File: config.mk
export PLATFORM = sky130hd
export DESIGN_NAME = rv64g_l1_vec_bank_sched
export DESIGN_NICKNAME = d
export VERILOG_FILES = /design/src/rtl/rv64g_l1_vec_bank_sched.sv
export SDC_FILE = /design/constraint.sdc
export NUM_CORES = 1
export LEC_CHECK = 0
export BUFFER_PORTS_ARGS = -buffer_cell sky130_fd_sc_hd__buf_2
export CORE_MARGIN = 1.5
export CORE_UTILIZATION = 54
export CTS_CLUSTER_DIAMETER = 50
export DETAILED_ROUTE_END_ITERATION = 8
export PLACE_DENSITY = 0.79
export RECOVER_POWER = 25
export SLEW_MARGIN = 20
export SYNTH_ARGS = -nofsm -noshare
export SYNTH_HDL_FRONTEND = slang
export SYNTH_SLANG_ARGS = --single-unit
File: constraint.sdc
create_clock -name clk_i -period 4.94 [get_ports clk_i]
set_input_delay 0.988 -clock clk_i [delete_from_list [all_inputs] [get_ports clk_i]]
set_output_delay 0.988 -clock clk_i [all_outputs]
set_load 0.03 [all_outputs]
File: src/rtl/rv64g_l1_vec_bank_sched.sv
// Vector-lane request queue for one L1 bank: replays the head until the
// arbiter grants it, tags responses, and raises a scalar hold-off on starvation.
module rv64g_l1_vec_bank_sched #(
   parameter int INDEX_W      = 5,
   parameter int DEPTH        = 4,
   parameter int ID_W         = 4,
   parameter int STARVE_LIMIT = 8
) (
   input  logic                   clk_i,
   input  logic                   rst_ni,
   input  logic                   flush_i,
   input  logic                   enq_valid_i,
   output logic                   enq_ready_o,
   input  logic                   enq_we_i,
   input  logic [INDEX_W-1:0]     enq_index_i,
   input  logic [2:0]             enq_word_i,
   input  logic [2:0]             enq_way_i,
   input  logic [7:0]             enq_be_i,
   input  logic [63:0]            enq_wdata_i,
   input  logic [ID_W-1:0]        enq_id_i,
   output logic                   vec_req_o,
   output logic                   vec_we_o,
   output logic [INDEX_W-1:0]     vec_index_o,
   output logic [2:0]             vec_word_o,
   output logic [2:0]             vec_way_o,
   output logic [7:0]             vec_be_o,
   output logic [63:0]            vec_wdata_o,
   input  logic                   vec_stall_i,
   input  logic [63:0]            bank_rdata_i,
   output logic                   rsp_valid_o,
   output logic [ID_W-1:0]        rsp_id_o,
   output logic                   rsp_we_o,
   output logic [63:0]            rsp_rdata_o,
   output logic                   scalar_hold_o,
   output logic [$clog2(DEPTH):0] count_o
);

   localparam int PTR_W   = $clog2(DEPTH);
   localparam int CNT_W   = $clog2(DEPTH) + 1;
   localparam int STALL_W = $clog2(STARVE_LIMIT + 1);

   typedef struct packed {
      logic               we;
      logic [INDEX_W-1:0] index;
      logic [2:0]         word;
      logic [2:0]         way;
      logic [7:0]         be;
      logic [63:0]        wdata;
      logic [ID_W-1:0]    id;
   } entry_t;

   typedef enum logic [1:0] {IDLE, ISSUE, STARVED} state_t;

   entry_t             mem [DEPTH];
   entry_t             head;
   logic [PTR_W-1:0]   wr_ptr;
   logic [PTR_W-1:0]   rd_ptr;
   logic [CNT_W-1:0]   count;
   logic [STALL_W-1:0] stall_cnt;
   logic [STALL_W-1:0] stall_cnt_nxt;
   state_t             state;
   state_t             state_nxt;
   logic               hold;
   logic               rsp_valid;
   logic               rsp_we;
   logic [ID_W-1:0]    rsp_id;
   logic               empty;
   logic               full;
   logic               push;
   logic               grant;
   logic               last;

   assign empty = (count == '0);
   assign full  = (count == CNT_W'(DEPTH));
   assign head  = mem[rd_ptr];

   assign enq_ready_o = !full && !flush_i;
   assign push        = enq_valid_i && enq_ready_o;
   assign vec_req_o   = !empty && !flush_i;
   assign grant       = vec_req_o && !vec_stall_i;
   assign last        = (count == CNT_W'(1)) && !push;

   assign vec_we_o    = head.we;
   assign vec_index_o = head.index;
   assign vec_word_o  = head.word;
   assign vec_way_o   = head.way;
   assign vec_be_o    = head.be;
   assign vec_wdata_o = head.wdata;

   assign rsp_valid_o   = rsp_valid;
   assign rsp_id_o      = rsp_id;
   assign rsp_we_o      = rsp_we;
   assign rsp_rdata_o   = (rsp_valid && !rsp_we) ? bank_rdata_i : 64'd0;
   assign scalar_hold_o = hold;
   assign count_o       = count;

   // Entry storage needs no reset: occupancy gates every read.
   always_ff @(posedge clk_i) begin
      if (push) begin
         mem[wr_ptr] <= '{we: enq_we_i, index: enq_index_i,
                          word: enq_word_i, way: enq_way_i,
                          be: enq_be_i, wdata: enq_wdata_i,
                          id: enq_id_i};
      end
   end

   always_comb begin
      stall_cnt_nxt = stall_cnt;
      if (flush_i || grant || empty) begin
         stall_cnt_nxt = '0;
      end else if (vec_stall_i && stall_cnt != STALL_W'(STARVE_LIMIT)) begin
         stall_cnt_nxt = stall_cnt + STALL_W'(1);
      end
   end

   always_comb begin
      state_nxt = state;
      if (flush_i) begin
         state_nxt = IDLE;
      end else begin
         unique case (state)
            IDLE: if (push) state_nxt = ISSUE;
            ISSUE: begin
               if (grant && last) state_nxt = IDLE;
               else if (stall_cnt_nxt == STALL_W'(STARVE_LIMIT)) state_nxt = STARVED;
            end
            STARVED: if (grant) state_nxt = last ? IDLE : ISSUE;
            default: state_nxt = IDLE;
         endcase
      end
   end

   always_ff @(posedge clk_i or negedge rst_ni) begin
      if (!rst_ni) begin
         wr_ptr    <= '0;
         rd_ptr    <= '0;
         count     <= '0;
         stall_cnt <= '0;
         state     <= IDLE;
         hold      <= 1'b0;
         rsp_valid <= 1'b0;
         rsp_we    <= 1'b0;
         rsp_id    <= '0;
      end else begin
         stall_cnt <= stall_cnt_nxt;
         state     <= state_nxt;
         hold      <= (state_nxt == STARVED);
         rsp_valid <= grant;
         if (grant) begin
            rsp_id <= head.id;
            rsp_we <= head.we;
         end
         if (flush_i) begin
            wr_ptr <= '0;
            rd_ptr <= '0;
            count  <= '0;
         end else begin
            if (push) wr_ptr <= wr_ptr + PTR_W'(1);
            if (grant) rd_ptr <= rd_ptr + PTR_W'(1);
            if (push && !grant) count <= count + CNT_W'(1);
            else if (grant && !push) count <= count - CNT_W'(1);
         end
      end
   end

endmodule
==> results.py <==
metrics = {
    "placement": {
        "numPortBuffers": 316,
        "place_hpwl_um": 19200,
        "gp_congestion": 0.739,
        "place_area_um2": 16300,
    },
    "final_layout": {
        "finalNetCount": 1156,
        "nFillCells": 1904,
        "post-route-util_pct": 64.3,
        "syn2layout_area_growth_pct": 16.6,
        "stdcell_area_um2": 17300,
        "multi_input_area_um2": 3020,
        "drive_gt1_share_pct": 40.5,
        "ff_latch_area_um2": 11100,
    },
    "clocking": {
        "post_cts_buffers": 0,
        "cts_made_buffers": 37,
        "clk_latency_ns": 0.51,
        "cts_sinks": 372,
        "path_clk_slew_ns": 0.06,
        "cts.htree.levels": 2,
        "root_buffer": "clkbuf_16",
        "hold_buffers": 0,
        "cts_tree": "done",
        "cts_resized": 0,
        "clockBufferDepth": 3,
    },
    "critical_path": {
        "crit_arrival_ns": 2.57,
        "r2r_setup_slack_ns": 2.26,
        "worstReg2RegStart": "count_o[0]",
        "critPathKind": "register to output port",
        "required_ns": 3.95,
        "critPathLaunchType": "register",
        "crit_fanout": 52,
        "worst_r2r_path_depth": 5,
        "r2r-end": "mem[0][52]",
        "critPathCaptureType": "output port",
    },
    "synthesis": {
        "mappedNetlistNets": 903,
        "synth-edff-count": 352,
        "syn_avg_cell_area_um2": 20.2,
        "yosys.area.top_type_share_pct": 71.2,
        "ys_top_cells_by_area": "edfxtp_1 71%, mux4_2 13%, buf_4 4.3%, dfrtp_1 3.4%, and2_1 2.7%",
        "syn_area_um2": 14900,
        "yosysWarningCount": 0,
        "ys.flop_type": "edfxtp_1",
        "yosysSeqAreaShare_pct": 74.5,
        "yosysTopAreaCell": "edfxtp_1",
        "yosysUniqueCellTypes": 37,
        "synth_most_common_cell": "edfxtp_1",
        "synth_common_cells": "352 x edfxtp_1, 88 x mux4_2, 85 x buf_4, 65 x and2_1, 24 x nand2_1",
        "synthCells": 736,
        "ys_seq_elements": 372,
        "ys_async_sr_fraction_pct": 5.38,
    },
    "sta": {
        "fin_tns_setup_ns": 0,
        "fin_crit_ns": 3.55,
        "final.period_utilization_pct": 71.9,
        "final_hold_viol_count": 0,
        "holdWs_ns": 0.444,
        "clock_skew_ns": 0.00768,
        "slew_headroom_pct": 44.6,
        "finalSetupViolations": 0,
        "slew_viol_final": 0,
        "tightest_slew_ns": 0.831,
        "clock.fmax_ghz": 0.281,
        "rsz0062_at_grt": "no",
    },
    "global_routing": {
        "grt_pass1_wl_um": 43600,
        "grt_pass1_vias": 7577,
        "track_usage_pct": 20.9,
        "antenna_found_initial": 5,
        "grt_max_degree": 65,
        "grt-ovfl-total": 0,
    },
    "pwr": {
        "leakagePower_uw": 0.00615,
        "powerDensity_nw_per_um2": 466,
        "ir_drop_v": 0.000441,
    },
    "drt": {
        "wl_per_cell_um": 21.7,
        "first_iter_violations": 433,
        "first_pass_iters": 5,
        "drt_wl_total_um": 29500,
        "drcViolationCount": 0,
        "ant_nets": 0,
        "vias": 7400,
        "vias_per_cell": 5.45,
    },
    "floorplan": {
        "rows": 60,
        "die_area_um2": 28500,
        "die_h_um": 169,
        "core_um2": 27000,
        "die_x_um": 169,
        "initial_core_util_pct": 55.1,
        "io_pins": 317,
    },
    "worst_hold_path": {
        "hp-class": "primary input to asynchronous set/reset pin",
    },
    "run_status": {
        "status": "completed",
    },
    "flow_run": {
        "drv_cap": 0,
    },
}
[placed cells by master, fill, tap and decap left out, drive strengths merged]
| cell type | count |
|---|---|
| o32ai | 3 |
| nor4b | 1 |
| nand2b | 1 |
| o22ai | 1 |
| or3 | 1 |
| a21oi | 7 |
| xor2 | 2 |
| or2b | 1 |
| nand2 | 25 |
| and2 | 65 |
| dfrtp | 20 |
| nand3b | 2 |
| clkinv | 12 |
| o311ai | 1 |
| diode | 3 |
| and3 | 4 |
| a21o | 1 |
| o21ai | 2 |
| bufinv | 3 |
| buf | 265 |
| xnor2 | 4 |
| clkinvlp | 1 |
| nor3b | 1 |
| nor2 | 13 |
| mux4 | 88 |
| or4b | 1 |
| nor2b | 2 |
| edfxtp | 352 |
| ha | 10 |
| a31oi | 2 |
| a211oi | 1 |
| inv | 7 |
| clkbuf | 109 |
| o31ai | 1 |
| nand3 | 5 |
[layer usage]
layer | share of wire [%] | GRT usage [%]
met5 | 0.044 | 0
met4 | 3.7 | 8.70
met1 | 37 | 24.9
met3 | 8.8 | 6.27
met2 | 51 | 35.6
[cell type report]
type | count | share of cell area [%]
sequential | 372 | 64.0
multi-input combinational | 245 | 17.4
timing repair buffer | 326 | 9.49
clock buffer | 48 | 5.59
tap | 341 | 2.46
clock inverter | 16 | 0.874
inverter | 7 | 0.152
antenna | 3 | 0.0434
[how the worst max path moves through the flow]
stage / from / to / slack [ns] / cells after the start
finish: rd_ptr[1] / vec_wdata_o[34] / 1.39 / 3
global route: rd_ptr[0] / vec_wdata_o[43] / 1.28 / 3
global placement: flush_i / mem[1][63] / 1.89 / 4
floorplan: flush_i / mem[0][0] / 0.63 / 2
detailed placement: flush_i / mem[1][61] / 1.82 / 4
CTS: rd_ptr[0] / vec_be_o[5] / 1.35 / 3
[where the power goes]
group | leakage [uW] | internal [uW] | switching, uW
clock | 0.000540 | 1530 | 1070
combinational | 0.00215 | 649 | 1090
sequential | 0.00346 | 3620 | 111
[cell families (layout without fill, tap and decap cells)]
family | after synthesis | count (layout) | synth area share, %
AOI/OAI and AO/OA | 19 | 19 | 0.969
buffers and inverters | 119 | 397 | 5.29
adders and majority gates | 10 | 10 | 0.843
xor gates and xnor gates | 6 | 6 | 0.354
other | 0 | 3 | 0
DFF | 372 | 372 | 74.5
and+or+nand+nor | 122 | 122 | 4.65
muxes | 88 | 88 | 13.3
[worst max-delay path: stages, from the launching register on]
cell	delay, ns
dfrtp_4	0.95
buf_4	0.45
mux4_2	0.39
buf_2	0.20
[registers in the layout, summed over array words and instances (netlist names)]
register	count
state	2
count_o	3
mem	352
wr_ptr	2
scalar_hold_o	1
rsp_id_o	4
rsp_we_o	1
rsp_valid_o	1
rd_ptr	2
stall_cnt	4
[per-stage QoR]
stage / setup WS, ns / std cells / total power [uW]
floorplan: 0.633 / 736 / 5270
global route: 1.28 / 1356 / 8360
finish: 1.39 / 1358 / 8070
global placement: 1.89 / 1291 / 5550
CTS: 1.35 / 1355 / 8170
detailed placement: 1.82 / 1291 / 5570
No activity file was read; power rests on OpenSTA's default activity.
